<file path="config.mk">
export PLATFORM = sky130hd
export DESIGN_NAME = arcade_input_mapper
export DESIGN_NICKNAME = d
export VERILOG_FILES = /design/src/rtl/arcade_input_mapper.sv
export SDC_FILE = /design/constraint.sdc
export NUM_CORES = 1
export LEC_CHECK = 0
export BUFFER_PORTS_ARGS = -buffer_cell sky130_fd_sc_hd__buf_2
export CORE_MARGIN = 8
export CORE_UTILIZATION = 55
export DETAILED_ROUTE_END_ITERATION = 7
export PLACE_DENSITY = 0.81
export SLEW_MARGIN = 20
export SYNTH_ARGS = -nofsm -noshare
export SYNTH_HDL_FRONTEND = slang
export SYNTH_SLANG_ARGS = --single-unit
</file>
<file path="constraint.sdc">
create_clock -name clk_sys -period 2.3 [get_ports clk_sys]
set_clock_uncertainty 0.2 [all_clocks]
set_input_delay 0.115 -clock clk_sys [delete_from_list [all_inputs] [get_ports clk_sys]]
set_output_delay 0.115 -clock clk_sys [all_outputs]
set_load 0.005 [all_outputs]
</file>
<file path="src/rtl/arcade_input_mapper.sv">
// rtl/arcade_input_mapper.sv - PS/2 and joystick merge, rotation remap, autofire and queued coin pulses
// One registered control byte per player; bit 7 of each byte is that player's coin pulse.
module arcade_input_mapper #(
   parameter int          PLAYERS       = 2,
   parameter logic [15:0] COIN_PULSE    = 16'd2000,
   parameter logic [15:0] COIN_GAP      = 16'd2000,
   parameter logic [19:0] AF_DIV        = 20'd400000,
   parameter bit          COIN_ON_START = 1'b1
) (
   input  logic                 clk_sys,
   input  logic                 reset_n,
   input  logic [64:0]          ps2_key,
   input  logic [15:0]          joy0,
   input  logic [15:0]          joy1,
   input  logic [1:0]           rot,
   input  logic [PLAYERS-1:0]   autofire,
   output logic [8*PLAYERS-1:0] ctrl
);

   typedef enum logic [1:0] {IDLE, PULSE, GAP} coin_state_t;

   logic        toggle_q;
   logic        armed_q;
   logic        key_event;
   logic        key_release;
   logic        key_ext;
   logic [8:0]  key_id;
   logic [7:0]  hit1;
   logic [7:0]  hit2;
   logic [7:0]  keys1_q;
   logic [7:0]  keys2_q;
   logic [19:0] af_cnt_q;
   logic        af_phase_q;
   logic [PLAYERS-1:0][7:0] raw;
   logic        unused_bits;

   assign unused_bits = ^{joy0[15:8], joy1[15:8]};

   assign key_release = (ps2_key[15:8] == 8'hF0);
   assign key_ext     = key_release ? (ps2_key[23:16] == 8'hE0) : (ps2_key[15:8] == 8'hE0);
   assign key_id      = {key_ext, ps2_key[7:0]};
   // Multi-byte sequences such as PAUSE/PRNSCR carry extra bytes and are dropped.
   assign key_event   = armed_q && (ps2_key[64] != toggle_q) && (ps2_key[63:24] == 40'd0);

   always_comb begin
      hit1 = 8'h00;
      hit2 = 8'h00;
      case (key_id)
         9'h075, 9'h175: hit1[3] = 1'b1;
         9'h072, 9'h172: hit1[2] = 1'b1;
         9'h06B, 9'h16B: hit1[1] = 1'b1;
         9'h074, 9'h174: hit1[0] = 1'b1;
         9'h014:         hit1[4] = 1'b1;
         9'h029:         hit1[5] = 1'b1;
         9'h005:         hit1[6] = 1'b1;
         9'h02E:         hit1[7] = 1'b1;
         9'h02D:         hit2[3] = 1'b1;
         9'h02B:         hit2[2] = 1'b1;
         9'h023:         hit2[1] = 1'b1;
         9'h034:         hit2[0] = 1'b1;
         9'h01C:         hit2[4] = 1'b1;
         9'h01B:         hit2[5] = 1'b1;
         9'h006:         hit2[6] = 1'b1;
         9'h036:         hit2[7] = 1'b1;
         default: ;
      endcase
   end

   // The first cycle out of reset only captures the toggle so a stale event is not replayed.
   always_ff @(posedge clk_sys or negedge reset_n) begin
      if (!reset_n) begin
         toggle_q <= 1'b0;
         armed_q  <= 1'b0;
         keys1_q  <= 8'h00;
         keys2_q  <= 8'h00;
      end else begin
         toggle_q <= ps2_key[64];
         armed_q  <= 1'b1;
         if (key_event) begin
            if (key_release) begin
               keys1_q <= keys1_q & ~hit1;
               keys2_q <= keys2_q & ~hit2;
            end else begin
               keys1_q <= keys1_q | hit1;
               keys2_q <= keys2_q | hit2;
            end
         end
      end
   end

   always_ff @(posedge clk_sys or negedge reset_n) begin
      if (!reset_n) begin
         af_cnt_q   <= 20'd0;
         af_phase_q <= 1'b0;
      end else if (af_cnt_q == AF_DIV - 20'd1) begin
         af_cnt_q   <= 20'd0;
         af_phase_q <= ~af_phase_q;
      end else begin
         af_cnt_q <= af_cnt_q + 20'd1;
      end
   end

   generate
      if (PLAYERS == 1) begin : g_one
         assign raw[0] = keys1_q | keys2_q | joy0[7:0] | joy1[7:0];
      end else begin : g_two
         assign raw[0] = keys1_q | joy0[7:0];
         assign raw[1] = keys2_q | joy1[7:0];
      end
   endgenerate

   generate
      for (genvar p = 0; p < PLAYERS; p++) begin : g_player
         logic [6:0]  rotated;
         logic [6:0]  pad_q;
         logic [1:0]  cs_q;
         logic [1:0]  cs_qq;
         logic        req;
         logic        inc;
         logic        deq;
         logic [1:0]  pend_q;
         coin_state_t state_q;
         coin_state_t state_d;
         logic [15:0] cnt_q;
         logic [15:0] cnt_d;

         // Direction bits: [3]=U [2]=D [1]=L [0]=R.
         always_comb begin
            rotated = raw[p][6:0];
            case (rot)
               2'd1:    rotated[3:0] = {raw[p][1], raw[p][0], raw[p][2], raw[p][3]};
               2'd2:    rotated[3:0] = {raw[p][0], raw[p][1], raw[p][3], raw[p][2]};
               2'd3:    rotated[3:0] = {raw[p][2], raw[p][3], raw[p][0], raw[p][1]};
               default: ;
            endcase
            if (autofire[p]) rotated[4] = raw[p][4] & af_phase_q;
         end

         // cs_q holds {coin, start} as seen by the output register, cs_qq one cycle older.
         assign req = (cs_q[1] & ~cs_qq[1]) | (COIN_ON_START & cs_q[0] & ~cs_qq[0]);
         assign inc = req && (pend_q != 2'd3);
         assign deq = (state_q == IDLE) && (pend_q != 2'd0);

         always_comb begin
            state_d = state_q;
            cnt_d   = cnt_q;
            case (state_q)
               IDLE: if (deq) begin
                  state_d = PULSE;
                  cnt_d   = COIN_PULSE - 16'd1;
               end
               PULSE: if (cnt_q == 16'd0) begin
                  state_d = GAP;
                  cnt_d   = COIN_GAP - 16'd1;
               end else begin
                  cnt_d = cnt_q - 16'd1;
               end
               GAP: if (cnt_q == 16'd0) begin
                  state_d = IDLE;
               end else begin
                  cnt_d = cnt_q - 16'd1;
               end
               default: state_d = IDLE;
            endcase
         end

         always_ff @(posedge clk_sys or negedge reset_n) begin
            if (!reset_n) begin
               pad_q   <= 7'd0;
               cs_q    <= 2'b00;
               cs_qq   <= 2'b00;
               pend_q  <= 2'd0;
               state_q <= IDLE;
               cnt_q   <= 16'd0;
            end else begin
               pad_q   <= rotated;
               cs_q    <= {raw[p][7], raw[p][6]};
               cs_qq   <= cs_q;
               state_q <= state_d;
               cnt_q   <= cnt_d;
               if (inc && !deq)      pend_q <= pend_q + 2'd1;
               else if (!inc && deq) pend_q <= pend_q - 2'd1;
            end
         end

         assign ctrl[8*p +: 8] = {state_q == PULSE, pad_q};
      end
   endgenerate

endmodule

</file>
==> results.toml <==
[final_layout]
final_area_mm2 = 0.006843
finalNetCount = 819
final_cell_mix = "101 x buf_2, 99 x dfrtp_1, 41 x nor2_1, 35 x nand2_1, 35 x dlygate4sd3_1"
n_antenna_cell = 0
syn_to_final_growth_pct = 25.96
fill_cells = 711
layout-drive-gt1-share_pct = 29.24
post-route-util_pct = 70.66
layout_commonest_cell = "buf_2"

[worst_setup_path]
worst_path_max_delay_cell = "dlygate4sd3_1"
cp-start-kind = "input port"
cpMostUsedCell = "dlygate4sd3_1"
end_kind = "flop"
r2r_setup_slack_ns = 0.07
cp_max_fo = 5
arrival_ns = 2.33
reg2reg_depth = 7
timing.rr.end = "g_player[1].cnt_q[12]"
cp_cell_sequence = "dlygate4sd3_1 -> buf_2 -> nand2b_1 -> or2_2 -> nor4_1 -> dlygate4sd3_1 -> nand3_1 -> mux2_2"
required_ns = 2.37
crit_type = "input port to flop"
slowest_delay_ns = 0.60
r2r_start = "g_player[1].state_q[1]"

[power_and_ir_drop]
p_per_area_mw_per_mm2 = 941.0
combPwrFrac_pct = 46.4
vdd_drop_max_v = 0.0004475
leakagePower_nw = 3.035
switching_share_pct = 40.47
sequentialPowerShare_pct = 36.3
pwr-share-clk_pct = 17.3
p_int_mw = 3.833
p_switching_mw = 2.606

[logic_synthesis]
synth_nets = 667
ys_async_sr_fraction_pct = 100.0
avgSynthCellArea_um2 = 9.860
synth_edf_count = 0
syn_inst = 551
synth-seq-area-share_pct = 45.60
synth_area_leader_cell = "dfrtp_1"
ys.flop_type = "dfrtp_1"
synth_cell_types = 65
yosys-top-cells-area = "dfrtp_1 46%, mux2_2 3.3%, ha_1 3.0%"
netlist_area_mm2 = 0.005433
ys_warn_count = 0
synth_top_cell_area_share_pct = 45.60
synth_seq_cells = 99

[placement]
place.port_buffers = 102
gp_congestion = 0.9352
hpwl_um = 9899
post_dp_cell_area_mm2 = 0.006135

[timing]
holdWs_ns = 0.01082
setup_viol = 0
slew_viol_final = 0
report.final.hold_viol_count = 0
fin_crit_sh_pct = 98.19
setup_tns_ns = 0
fin_crit_ns = 2.258
grt_setup_unrepaired = "yes"
clock.fmax_ghz = 0.4428

[routing]
ant_nets = 0
drt_pass1_iterations = 5
finalWirelength_um = 14520
drt_iter0_markers = 374
wl_per_cell_um = 17.26
vias = 4984
drc = 0
vias_per_cell = 5.926

[global_route]
grt_pass1_wl_um = 24250
grt_pass1_vias = 5248
antenna_found_initial = 0
grt.overflow.total = 0
track_usage_pct = 22.56
grt_max_degree = 69

[clock_tree]
root_buffer = "clkbuf_8"
clockBufferDepth = 2
htreeDepth = 3
cts.sinks = 99
cts.clk_slew.worst_paths_ns = 0.10
cts_tree = "built"
clk_latency_ns = 0.38
cts_buffers = 9

[floorplanning]
io_pins = 119
die_w_um = 115.4
die_y_um = 115.4
std_cell_rows = 36
core_mm2 = 0.009684
start_util_pct = 56.10
die_area_mm2 = 0.01331

[job]
drv_cap = 0

[min_path]
hold_class = "input port to asynchronous set/reset pin"

[status]
status = "finished, final reports clean"
## worst max-delay path: cells and delay by family
family	cells	cell delay [ns]
AND/OR/NAND/NOR	4	0.66
multiplexers	1	0.29
buffers and inverters	3	1.27
## logic make-up (layout without fill, tap and decap cells)
group / count (synthesis) / after routing / synth area share, %
simple gates: 237 / 237 / 25.13
compound gates: 116 / 116 / 14.60
fa+ha+maj: 13 / 13 / 2.994
other cells: 1 / 1 / 0.06903
xor+xnor: 26 / 26 / 4.192
buf+inv: 41 / 198 / 3.685
flops: 99 / 99 / 45.60
mux: 18 / 18 / 3.731
## power by group through the flow
stage	Clock [mW]	Sequential [mW]	Combinational [mW]
2_1_floorplan	0	2.28	1.92
3_3_place_gp	0	2.34	2.38
3_5_place_dp	0	2.37	2.53
4_1_cts	1.13	2.33	2.83
5_1_grt	1.21	2.38	3.28
6_report	1.11	2.34	2.99
## timing repair
item | 4_1_cts | 5_1_grt
setup endpoints to repair | 14 | 25
buffers inserted | 6 | 1
resized for setup | 6 | 15
cloned | 0 | 0
hold buffers | 36 | 0
hold endpoints to repair | 121 | 0
pin swaps | 0 | 2
## synthesized netlist by cell type (4+ instances only)
| library cell | instances |
|---|---|
| or3_1 | 12 |
| or4_1 | 9 |
| dfrtp_1 | 99 |
| ha_1 | 13 |
| a21boi_0 | 5 |
| inv_1 | 20 |
| nand2b_1 | 13 |
| mux2_2 | 16 |
| nor4_4 | 4 |
| clkbuf_1 | 10 |
| nand4_1 | 13 |
| buf_4 | 4 |
| a31oi_1 | 5 |
| o22a_1 | 6 |
| o21ai_0 | 25 |
| o31ai_1 | 9 |
| nor4_1 | 20 |
| nor3b_1 | 7 |
| xnor2_1 | 14 |
| a31o_2 | 5 |
| nor3_1 | 26 |
| xor2_1 | 12 |
| buf_6 | 4 |
| a21oi_1 | 26 |
| or2_2 | 11 |
| nand2_1 | 36 |
| nand3_1 | 20 |
| nor2_1 | 42 |
| nand4b_1 | 5 |
## how the worst max path moves through the flow
stage | from | to | slack, ns | depth (start not counted)
3_5_place_dp | g_player[0].state_q[0] | g_player[0].cnt_q[11] | -0.07 | 7
6_report | ps2_key[3] | flop | 0.04 | 8
2_1_floorplan | g_player[1].cnt_q[0] | g_player[1].cnt_q[11] | 0.17 | 8
5_1_grt | g_player[0].state_q[0] | g_player[0].cnt_q[4] | -0.03 | 8
4_1_cts | g_player[1].cnt_q[0] | g_player[1].cnt_q[11] | 0.0006 | 7
3_3_place_gp | g_player[1].cnt_q[0] | g_player[1].cnt_q[7] | 0.09 | 7
## final cells by class
cell class | instances | area [um^2] | share of cell area (%)
tap | 133 | 166.4 | 2.432
clock inverter | 7 | 71.32 | 1.042
sequential | 99 | 2477 | 36.20
inverter | 20 | 75.07 | 1.097
timing repair buffer | 162 | 1089 | 15.91
clock buffer | 9 | 123.9 | 1.810
multi-input combinational | 411 | 2840 | 41.51
## routing by layer
metal | track usage [%] | part of all wire (%) | vias to the layer above
met4 | 8.932 | 2.5 | 0
met1 | 25.80 | 40 | 2399
met5 | 0 | 0 | -
met2 | 38.88 | 51 | 214
li1 | - | - | 2337
met3 | 6.460 | 6.2 | 34
## metrics by stage
step	total power, mW	worst slack, ns	cells
3_3_place_gp	4.723	0.08772	783
5_1_grt	6.869	-0.02613	841
2_1_floorplan	4.201	0.1698	551
6_report	6.439	0.04153	841
3_5_place_dp	4.900	-0.07191	783
4_1_cts	6.298	0.0005809	841
Power figures use the tool's default switching activity.
